<file path="src/rtl/hazard_stall_ctrl.sv">
// Pipeline sequencing controller for the 5-stage MIPS core: resolves load-use,
// taken-branch and multi-cycle data-memory hazards and counts stall cycles.
module hazard_stall_ctrl #(
   parameter int MEM_LAT = 2,
   parameter int STAT_W  = 16
) (
   input  logic              clk,
   input  logic              rst_n,
   input  logic [4:0]        ID_RsAddr,
   input  logic [4:0]        ID_RtAddr,
   input  logic              EX_MemRead,
   input  logic [4:0]        EX_RtAddr,
   input  logic              EX_BranchTaken,
   input  logic              MEM_MemRead,
   input  logic              MEM_MemWrite,
   output logic              PC_en,
   output logic              IF_ID_en,
   output logic              IF_ID_flush,
   output logic              ID_EX_en,
   output logic              ID_EX_flush,
   output logic              EX_MEM_en,
   output logic              MEM_WB_bubble,
   output logic              MemBusy,
   output logic [STAT_W-1:0] StallCount
);

   localparam int WC_W = (MEM_LAT > 2) ? $clog2(MEM_LAT) : 1;
   localparam logic [WC_W-1:0] WC_INIT = WC_W'((MEM_LAT > 1) ? (MEM_LAT - 2) : 0);

   // Control vector: {PC_en, IF_ID_en, IF_ID_flush, ID_EX_en, ID_EX_flush, EX_MEM_en, MEM_WB_bubble, MemBusy}
   localparam logic [7:0] CTL_IDLE   = 8'b1101_0100;
   localparam logic [7:0] CTL_FREEZE = 8'b0000_0010;
   localparam logic [7:0] CTL_BRANCH = 8'b1111_1100;
   localparam logic [7:0] CTL_LDUSE  = 8'b0001_1100;
   localparam logic [7:0] CTL_BUSY   = 8'b0000_0001;

   typedef enum logic [0:0] {
      RUN     = 1'b0,
      MEMWAIT = 1'b1
   } state_t;

   state_t             state_r;
   state_t             state_s;
   logic [WC_W-1:0]    wait_cnt_r;
   logic [WC_W-1:0]    wait_cnt_s;
   logic [STAT_W-1:0]  stall_count_r;
   logic [7:0]         ctl_s;
   logic [7:0]         ctl_out_s;
   logic               mem_req_s;
   logic               load_use_s;

   assign mem_req_s  = (MEM_LAT > 1) ? (MEM_MemRead | MEM_MemWrite) : 1'b0;
   assign load_use_s = EX_MemRead && (EX_RtAddr != 5'd0) &&
                       ((EX_RtAddr == ID_RsAddr) || (EX_RtAddr == ID_RtAddr));

   // Next-state, wait counter and pipeline control decode.
   always_comb begin
      state_s    = state_r;
      wait_cnt_s = wait_cnt_r;
      ctl_s      = CTL_IDLE;
      case (state_r)
         RUN: begin
            if (mem_req_s) begin
               ctl_s      = CTL_FREEZE;
               wait_cnt_s = WC_INIT;
               state_s    = MEMWAIT;
            end else if (EX_BranchTaken) begin
               ctl_s = CTL_BRANCH;
            end else if (load_use_s) begin
               ctl_s = CTL_LDUSE;
            end else begin
               ctl_s = CTL_IDLE;
            end
         end
         MEMWAIT: begin
            if (wait_cnt_r != '0) begin
               ctl_s      = CTL_FREEZE | CTL_BUSY;
               wait_cnt_s = wait_cnt_r - WC_W'(1);
            end else begin
               // Release: hazards held in EX during the freeze are resolved now.
               state_s = RUN;
               if (EX_BranchTaken) begin
                  ctl_s = CTL_BRANCH | CTL_BUSY;
               end else if (load_use_s) begin
                  ctl_s = CTL_LDUSE | CTL_BUSY;
               end else begin
                  ctl_s = CTL_IDLE | CTL_BUSY;
               end
            end
         end
         default: begin
            state_s    = RUN;
            wait_cnt_s = '0;
            ctl_s      = CTL_IDLE;
         end
      endcase
   end

   assign ctl_out_s = rst_n ? ctl_s : CTL_IDLE;

   assign PC_en         = ctl_out_s[7];
   assign IF_ID_en      = ctl_out_s[6];
   assign IF_ID_flush   = ctl_out_s[5];
   assign ID_EX_en      = ctl_out_s[4];
   assign ID_EX_flush   = ctl_out_s[3];
   assign EX_MEM_en     = ctl_out_s[2];
   assign MEM_WB_bubble = ctl_out_s[1];
   assign MemBusy       = ctl_out_s[0];
   assign StallCount    = stall_count_r;

   // FSM state and wait counter registers.
   always_ff @(posedge clk or negedge rst_n) begin
      if (!rst_n) begin
         state_r    <= RUN;
         wait_cnt_r <= '0;
      end else begin
         state_r    <= state_s;
         wait_cnt_r <= wait_cnt_s;
      end
   end

   // Saturating count of cycles in which the PC is held.
   always_ff @(posedge clk or negedge rst_n) begin
      if (!rst_n) begin
         stall_count_r <= '0;
      end else if (!ctl_s[7] && (stall_count_r != {STAT_W{1'b1}})) begin
         stall_count_r <= stall_count_r + STAT_W'(1);
      end else begin
         stall_count_r <= stall_count_r;
      end
   end

endmodule

</file>
<file path="config.mk">
export PLATFORM = sky130hd
export DESIGN_NAME = hazard_stall_ctrl
export DESIGN_NICKNAME = d
export VERILOG_FILES = /design/src/rtl/hazard_stall_ctrl.sv
export SDC_FILE = /design/constraint.sdc
export NUM_CORES = 1
export LEC_CHECK = 0
export CAP_MARGIN = 10
export CORE_ASPECT_RATIO = 0.8
export CORE_UTILIZATION = 37
export CTS_BUF_LIST = sky130_fd_sc_hd__clkbuf_16
export DETAILED_ROUTE_END_ITERATION = 6
export PLACE_DENSITY = 0.75
export SYNTH_ARGS = -nofsm -noshare
export SYNTH_HDL_FRONTEND = slang
export SYNTH_SLANG_ARGS = --single-unit
export TNS_END_PERCENT = 1
</file>
<file path="constraint.sdc">
create_clock -name clk -period 2.4 [get_ports clk]
set_input_delay 0.72 -clock clk [delete_from_list [all_inputs] [get_ports clk]]
set_output_delay 0.72 -clock clk [all_outputs]
set_load 0.005 [all_outputs]
</file>
# Word-level counts from Yosys, hierarchy flattened
# Cells that the tools add are included.
[word_totals] elab_cells=31 reg_bits=18
[classes] reduce_logical=6 addsub=2 n_mux=14 n_eq_ne=4 n_bitwise=2
[op_table] op="2-to-1 mux 8 bit" n=7
[op_table] op="adder 16 x 1 -> 16 bit (second input constant)" n=1
[op_table] op="!= test 16 bit (second input constant)" n=1
[op_table] op="case mux 8 bit (2 select lines)" n=1
[op_table] op="== test 5 bit" n=2
[op_table] op="nonzero test 5 bit" n=1
[op_table] op="2-to-1 mux 1 bit" n=4
[op_table] op="case mux 1 bit (2 select lines)" n=2
[op_table] op="logical AND 1 bit" n=3
[op_table] op="!= test 2 bit (second input constant)" n=1
[op_table] op="zero test 1 bit" n=1
[op_table] op="logical OR 1 bit" n=1
[op_table] op="NOT 1 bit" n=1
[op_table] op="OR 1 bit" n=1
[op_table] op="subtractor 1 bit (second input constant)" n=1

# Depth between registers and ports, before layout
# Gate-level depths: netlist (run 1).
[depth] ltp_word=9 mapped_depth=8 ltp_nobuf=7

# Worst setup path after synthesis (run 1)
# OpenSTA, ideal clock, no wires.
[synth_timing] path_type="in2out" from="input port EX_RtAddr[1]" to="output port PC_en" t_arrival_ns=1.854 cell_stages=5 slack_ns=-0.174 n_path_buf=1 required_time_ns=1.680 cell_sequence="or4_1 o21ai_2 nor3_1 o21ai_0 buf_4"
[synth_between] elab_chain_cells=8 elab_cells_between_ends=14
[synth_rtl] item="from (decl)" line_no="12" text="input logic [4:0] EX_RtAddr,"
[synth_rtl] item="== test 5 bit / nonzero test 5 bit (equally long branches)" line_no="54, 53"
[synth_rtl] item="logical OR 1 bit / logical AND 1 bit (equally long branches)" line_no="54, 53"
[synth_rtl] item="logical AND 1 bit *" line_no="53" text="assign load_use_s = EX_MemRead && (EX_RtAddr != 5'd0) &&"
[synth_rtl] item="2-to-1 mux 8 bit (on tied branches)" line_no="84, 69"
[synth_rtl] item="2-to-1 mux 8 bit (on tied branches)" line_no="82, 67"
[synth_rtl] item="2-to-1 mux 8 bit (on tied branches)" line_no="76, 63"
[synth_rtl] item="case mux 8 bit (2 select lines) *" line_no="61" text="case (state_r)"
[synth_rtl] item="2-to-1 mux 8 bit *" line_no="99" text="assign ctl_out_s = rst_n ? ctl_s : CTL_IDLE;"
[synth_rtl] item="to (decl)" line_no="16" text="output logic PC_en,"
# Every way passes the cells marked *; elsewhere a longest branch is shown, timed or not.

# Worst setup path in the final report (run 1)
[layout_timing] from="input port EX_RtAddr[3]" to="output port IF_ID_en"
[layout_between] elab_chain_cells=8 elab_cells_between_ends=14
[layout_rtl] item="== test 5 bit / nonzero test 5 bit (equally long branches)" line_no="54, 53"
[layout_rtl] item="logical OR 1 bit / logical AND 1 bit (equally long branches)" line_no="54, 53"
[layout_rtl] item="logical AND 1 bit *" line_no="53"
[layout_rtl] item="2-to-1 mux 8 bit (on tied branches)" line_no="84, 69"
[layout_rtl] item="2-to-1 mux 8 bit (on tied branches)" line_no="82, 67"
[layout_rtl] item="2-to-1 mux 8 bit (on tied branches)" line_no="76, 63"
[layout_rtl] item="case mux 8 bit (2 select lines) *" line_no="61"
[layout_rtl] item="2-to-1 mux 8 bit *" line_no="99"
[layout_rtl] item="to (decl)" line_no="17" text="output logic IF_ID_en,"
# Marked as above.

==> summary.md, run 1 <==
| Metric | Value |
|---|---|
| Status | complete, but fails checks |
| Failing checks | negative setup slack |
| Die H | 49.3 um |
| Largest net degree at the start of global routing | 18 |
| Area Growth Syn to Fin | 64.5% |
| Clk pin slew, worst setup/hold paths | about 50 ps |
| Pwr/cell area | 913 nW/um2 |
| Hold Vio Cnt, Final | 0 |
| CP max FO | 3 |
| # Max-Cap Violations | 0 |
| Synth Instances | a little over 100 |
| # rows | 16 |
| Fin crit share | 1.12 |
| Yosys Warn Count | 0 |
| CP arrival | approximately 2000 ps |
| Max-slew violations | 0 |
| Die Area | around 3000 um2 |
| Clk sink count | 17 |
| Critical Path RT | roughly 1700 ps |
| Slew HR | 0.677 |
| Most frequent cells in the layout | xor2_1, clkdlybuf4s50_1, dfrtp_1 |
| Core Area | 2540 um2 |
| First-pass GRT wire length | 4280 um |
| Number of port buffers | 44 |
| Wirelength per Cell | 13.3 um |
| Hold-fix buffers, CTS | 0 |
| Share of cells above drive strength 1 | 0.325 |
| Post-route DRC violation count | 0 |
| Final WL | approximately 2600 um |
| Unrepaired setup endpoints after global routing | true |
| Min Tclk post-route | around 2700 ps |
| GPL Wtd Cong | between 0.7 and 0.8 |
| CTS tree | done |
| Synth Flop Type | dfrtp_1 |
| Post-layout nets | between 150 and 200 |
| Worst skew pair latency | approximately 250 ps |
| Worst hold path class | input pin to asynchronous set/reset pin |
| Via count | 940 |
| Root Driver | clkbuf_16 |
| H-tree depth | 1 |
| CP Launch Type | input pin |
| Syn_nets | 125 |
| Global route total overflow | 0 |
| HPWL Detailed | between 1500 and 2000 um |
| Antenna-violating nets left | 0 |
| Diode count | 0 |
| Total CTS buffers | 3 |
| Number of fill cells | between 200 and 250 |
| Avg Cell Area, Syn | between 10 and 15 um2 |
| Sequential share of the synthesized area | 0.412 |
| I/O pins | 45 |
| Synthesized cell area | 1030 um2 |
| Number of global-route vias before repair | approximately 940 |
| 1st-pass router iterations | 5 |
| LEAKAGE | between 0.7 and 0.8 nW |
| Setup violators final | 7 |
| Vias per cell | 4.72 |
| Initial Util | 0.406 |
| Die width | 61.1 um |
| Crit path capture type | primary output |
| Final setup TNS | -1050 ps |
| Skew final | 2.31 ps |
| Synth Register Bits | 17 |
| Initial DRC count | 14 |
| GRT Total Usage | 0.190 |
| Slew at the pin closest to its max-slew limit | 481 ps |
| Initial antenna violation count | 0 |
| Fmax | around 370 MHz |
| Kind of critical path | input pin to primary output |
| Clk buf depth | 2 |
| Max VDD drop | 0.597 mV |
| Async set-reset flop share out of synthesis | 1.00 |
| Overall Power | ~1.6 mW |
| Final WS setup | -277 ps |
| Yosys cell types | 26 |
| Post-synth EDFFs | 0 |
==> state kept, by name (all words and copies together) (netlist names) <==
register / cells
state_r: 1
StallCount: 16
==> timing repair <==
item,CTS,global route
hold endpoints to repair,0,0
setup buffers,4,0
resized for setup,61,14
pin swaps,15,8
endpoints found under the setup margin,22,19
==> synthesized netlist by cell type, types with 2 or more instances <==
cell type  count  share of area
nand4_1        5          0.030
inv_1          4          0.015
nor3_2         5          0.048
and2_1         3          0.018
nor2_1         8          0.029
nor3_1         7          0.034
xnor2_1        2          0.017
dfrtp_1       17           0.41
nand2_1        7          0.025
nor4_2         2          0.024
xor2_1        23           0.19
nand3_1        4          0.019
buf_4          2          0.015
or2_2          2          0.012
==> per-layer routing <==
metal / GRT usage / part of all wire
met5: 0 / 0
met1: 0.279 / 0.47
met4: 0.0227 / 0
met2: 0.286 / 0.49
met3: 0.0504 / 0.042
==> report_power, final <==
part	internal, mW	total [mW]	leakage (nW)	switching, mW
sequential	0.410	0.576	0.187	0.166
clock	0.221	0.327	0.0423	0.106
combinational	0.388	0.650	0.499	0.263
total	1.02	1.55	0.729	0.534
==> through the flow <==
| step | std cells | util | setup slack [ps] | hold WS (ps) | cell area (um2) |
|---|---|---|---|---|---|
| 5_1_grt | 199 | 0.669 | -346 | 510 | 1700 |
| 3_5_place_dp | 191 | 0.620 | -988 | 482 | 1580 |
| 3_3_place_gp | 191 | 0.620 | -911 | 485 | 1580 |
| 4_1_cts | 199 | 0.657 | -295 | 495 | 1670 |
| 2_1_floorplan | 103 | - | -94.0 | 424 | 1030 |
| 6_report | 199 | 0.669 | -277 | 497 | 1700 |
==> kinds of logic after synthesis <==
kind of cell | synth area share
xor gates and xnor gates | 0.212
buffers and inverters | 0.0399
muxes | 0.0109
AOI/OAI and AO/OA | 0.0472
and+or+nand+nor | 0.266
DFF | 0.412
adders and majority gates | 0.0121
==> worst paths after layout <==
check,startpoint,end,slack (ps),depth (start not counted)
worst max-delay path,EX_RtAddr[3],IF_ID_en,-280,7
worst min-delay path,rst_n,StallCount[6],500,2
worst max register to register,StallCount[0],StallCount[1],260,6
worst min register to register,StallCount[15],StallCount[15],500,1
max in group asynchronous,rst_n,StallCount[0],1710,2
min in group clk,StallCount[15],StallCount[15],500,1
==> layout make-up <==
| type | instances | area [um2] | share of cell area |
|---|---|---|---|
| tap | 36 | 45.0 | 0.0265 |
| multi-input combinational | 79 | 628 | 0.369 |
| clock buffer | 3 | 75.1 | 0.0442 |
| inverter | 4 | 15.0 | 0.00883 |
| timing repair buffer | 59 | 508 | 0.299 |
| sequential | 17 | 425 | 0.250 |
| clock inverter | 1 | 3.75 | 0.00221 |
==> worst max-delay path: stages <==
cell,delay (ps)
buf_6,90
or4_4,540
o21ai_4,170
nor3_2,50
o21ai_1,160
buf_4,140
buf_6,80
(Power assumes the default switching activity.)
==> inputs of run 2 (changes only) <==
- CORE_ASPECT_RATIO: 0.8 -> unset
==> run 2 against run 1 <==
Net effect:
- non-clock buffer count stayed put
- the run still ends with negative setup slack left
- clock power is 1% higher
- worst hold slack lost 200 ps
- largest power group unchanged
- critical path type unchanged
- sequential power barely moved
==> summary.md, run 2 (synthesized netlist as in run 1, its figures left out) <==
| Metric | Value |
|---|---|
| Status | complete, but fails checks |
| Failing checks | negative setup slack |
| Hold Slack | 294 ps (-202 ps) |
| Slew at the pin closest to its max-slew limit | 521 ps (+39.7 ps) |
| CP arrival | 1920 ps (-40 ps) |
| Number of global-route vias before repair | 897 (-4.2%) |
| Initial antenna violation count | 0 (unchanged) |
| Setup violators final | 7 (unchanged) |
| Min Tclk post-route | 2640 ps (-35.4 ps) |
| Root Driver | clkbuf_16 |
| Critical Path, Cell by Cell | dlygate4sd2_1, xor2_2, nor3_2, a22oi_2, nor2_1, o211a_1, buf_2 |
| Fmax | 379 MHz (+1.3%) |
| Core Area | 2570 um2 (+0.98%) |
| H-tree depth | 1 (unchanged) |
| Sw frac | 0.348 (+0.00395) |
| Fin crit share | 1.10 (-0.0147) |
| 1st-pass router iterations | 4 (-1) |
| Post-route DRC violation count | 0 (unchanged) |
| Most frequent cells in the layout | xor2_1, clkdlybuf4s50_1, dfrtp_1 |
| GRT Total Usage | 0.194 (+0.00373) |
| Largest net degree at the start of global routing | 16 (-2) |
| Worst skew pair latency | 250 ps (about the same) |
| CP Launch Type | input pin |
| Clk sink count | 17 (unchanged) |
| Initial Util | 0.403 (-0.00396) |
| Comb power frac | 0.417 (-0.002) |
| Share of cells above drive strength 1 | 0.313 (-0.0123) |
| GPL Wtd Cong | 0.777 (-2.0%) |
| Clock share of power | 0.213 (+0.003) |
| Post-layout nets | 186 (unchanged) |
| CTS tree | done |
| Total CTS buffers | 3 (unchanged) |
| # rows | 18 (+2) |
| # Max-Cap Violations | 0 (unchanged) |
| Kind of critical path | input pin to primary output |
| Diode count | 0 (unchanged) |
| Die Area | 3010 um2 (about the same) |
| Unrepaired setup endpoints after global routing | true |
| Number of fill cells | 215 (+0.47%) |
| Skew final | 2.24 ps (-0.0757 ps) |
| Sequential power share | 0.370 (about the same) |
| I/O pins | 45 (unchanged) |
| Clk buf depth | 2 (unchanged) |
| Via count | 954 (+1.5%) |
| CP peak stage delay | 300 ps (-240 ps) |
| Die width | 54.9 um (-10%) |
| HPWL Detailed | 1930 um (-1.2%) |
| Pwr/cell area | 928 nW/um2 (+1.6%) |
| Number of port buffers | 44 (unchanged) |
| FF-to-FF setup slack | 360 ps (+100 ps) |
| Global route total overflow | 0 (unchanged) |
| Commonest non-fill, non-tap cell in the layout | xor2_1 |
| Vias per cell | 4.94 (+4.6%) |
| Hold Vio Cnt, Final | 0 (unchanged) |
| First-pass GRT wire length | 4040 um (-5.8%) |
| LEAKAGE | 0.731 nW (+0.33%) |
| Wirelength per Cell | 14.0 um (+5.3%) |
| Crit path capture type | primary output |
| Area Growth Syn to Fin | 62.2% |
| Hold-fix buffers, CTS | 0 (unchanged) |
| Clk pin slew, worst setup/hold paths | 50 ps (about the same) |
| Max VDD drop | 1.08 mV (+81%) |
| Critical Path RT | 1680 ps (about the same) |
| Slew HR | 0.652 (-0.0245) |
| Int Pwr | 1.01 mW (-0.46%) |
| Worst hold path class | input pin to asynchronous set/reset pin |
| Slowest cell on the critical path | a22oi_2 |
| Net Switching | 541 uW (+1.3%) |
| CP max FO | 3 (unchanged) |
| Max reg flops | 16 (unchanged) |
| Initial DRC count | 3 (-11) |
| Antenna-violating nets left | 0 (unchanged) |
| Pre-CTS setup slack | -943 ps (+44.6 ps) |
| Final WS setup | -242 ps (+35.4 ps) |
| Max-slew violations | 0 (unchanged) |
| Final WL | 2690 um (+2.1%) |
| Die H | 54.9 um (+11%) |
==> run 2: path summary, 6_finish.rpt <==
kind / from / to / cells past startpoint
setup / recovery: ID_RtAddr[4] / ID_EX_flush / 7
hold / removal: rst_n / state_r / 1
setup reg to reg: StallCount[0] / StallCount[1] / 6
hold reg to reg: StallCount[10] / StallCount[10] / 1
max in group asynchronous: rst_n / StallCount[6] / 2
min in group clk: StallCount[10] / StallCount[10] / 1
==> run 2: metal layers <==
| metal | global-route usage | share of wire | wire length (um) | vias up |
|---|---|---|---|---|
| met3 | 0.0528 | 0.059 | 159 | 4 |
| met2 | 0.319 | 0.50 | 1350 | 28 |
| met1 | 0.244 | 0.43 | 1160 | 450 |
| met4 | 0.0598 | 0.0063 | 17 | 0 |
| li1 | - | - | - | 472 |
| met5 | 0 | 0 | 0 | - |
==> run 2: metrics by stage <==
stage	util	total power, mW	TNS, ps	std cells	instance area, um2
global placement	0.614	1.19	-8610	186	1580
detailed placement	0.614	1.21	-9250	186	1580
CTS	0.643	1.55	-1380	193	1650
finish	0.653	1.56	-1050	193	1680
floorplan	-	0.825	-94.0	103	1030
global route	0.653	1.66	-1510	193	1680
==> run 2: critical path: cells and delay by family <==
family | cells | cell delay (ps)
AO/OA/AOI/OAI | 2 | 510
buffers and inverters | 2 | 380
XOR/XNOR | 1 | 170
AND/OR/NAND/NOR | 2 | 150
==> run 2: power groups by stage <==
| stage | logic, mW | registers, mW | clock network (mW) |
|---|---|---|---|
| floorplan | 0.266 | 0.559 | 0 |
| global placement | 0.623 | 0.568 | 0 |
| detailed placement | 0.638 | 0.574 | 0 |
| CTS | 0.640 | 0.571 | 0.335 |
| global route | 0.714 | 0.596 | 0.349 |
| finish | 0.649 | 0.576 | 0.331 |
==> run 2: repair_timing <==
item / in CTS / in global routing
setup buffers: 3 / 0
pin swaps: 16 / 10
endpoints found under the setup margin: 15 / 14
gates resized for setup: 59 / 15
==> run 2: layout make-up <==
cell class	instances	area, um2	share of cell area
Timing Repair Buffer	59	494	0.295
Multi-Input combinational cell	79	624	0.372
Tap cell	30	37.5	0.0224
Inverter	4	15.0	0.00896
Clock buffer	3	75.1	0.0448
Clock inverter	1	5.00	0.00299
Sequential cell	17	425	0.254
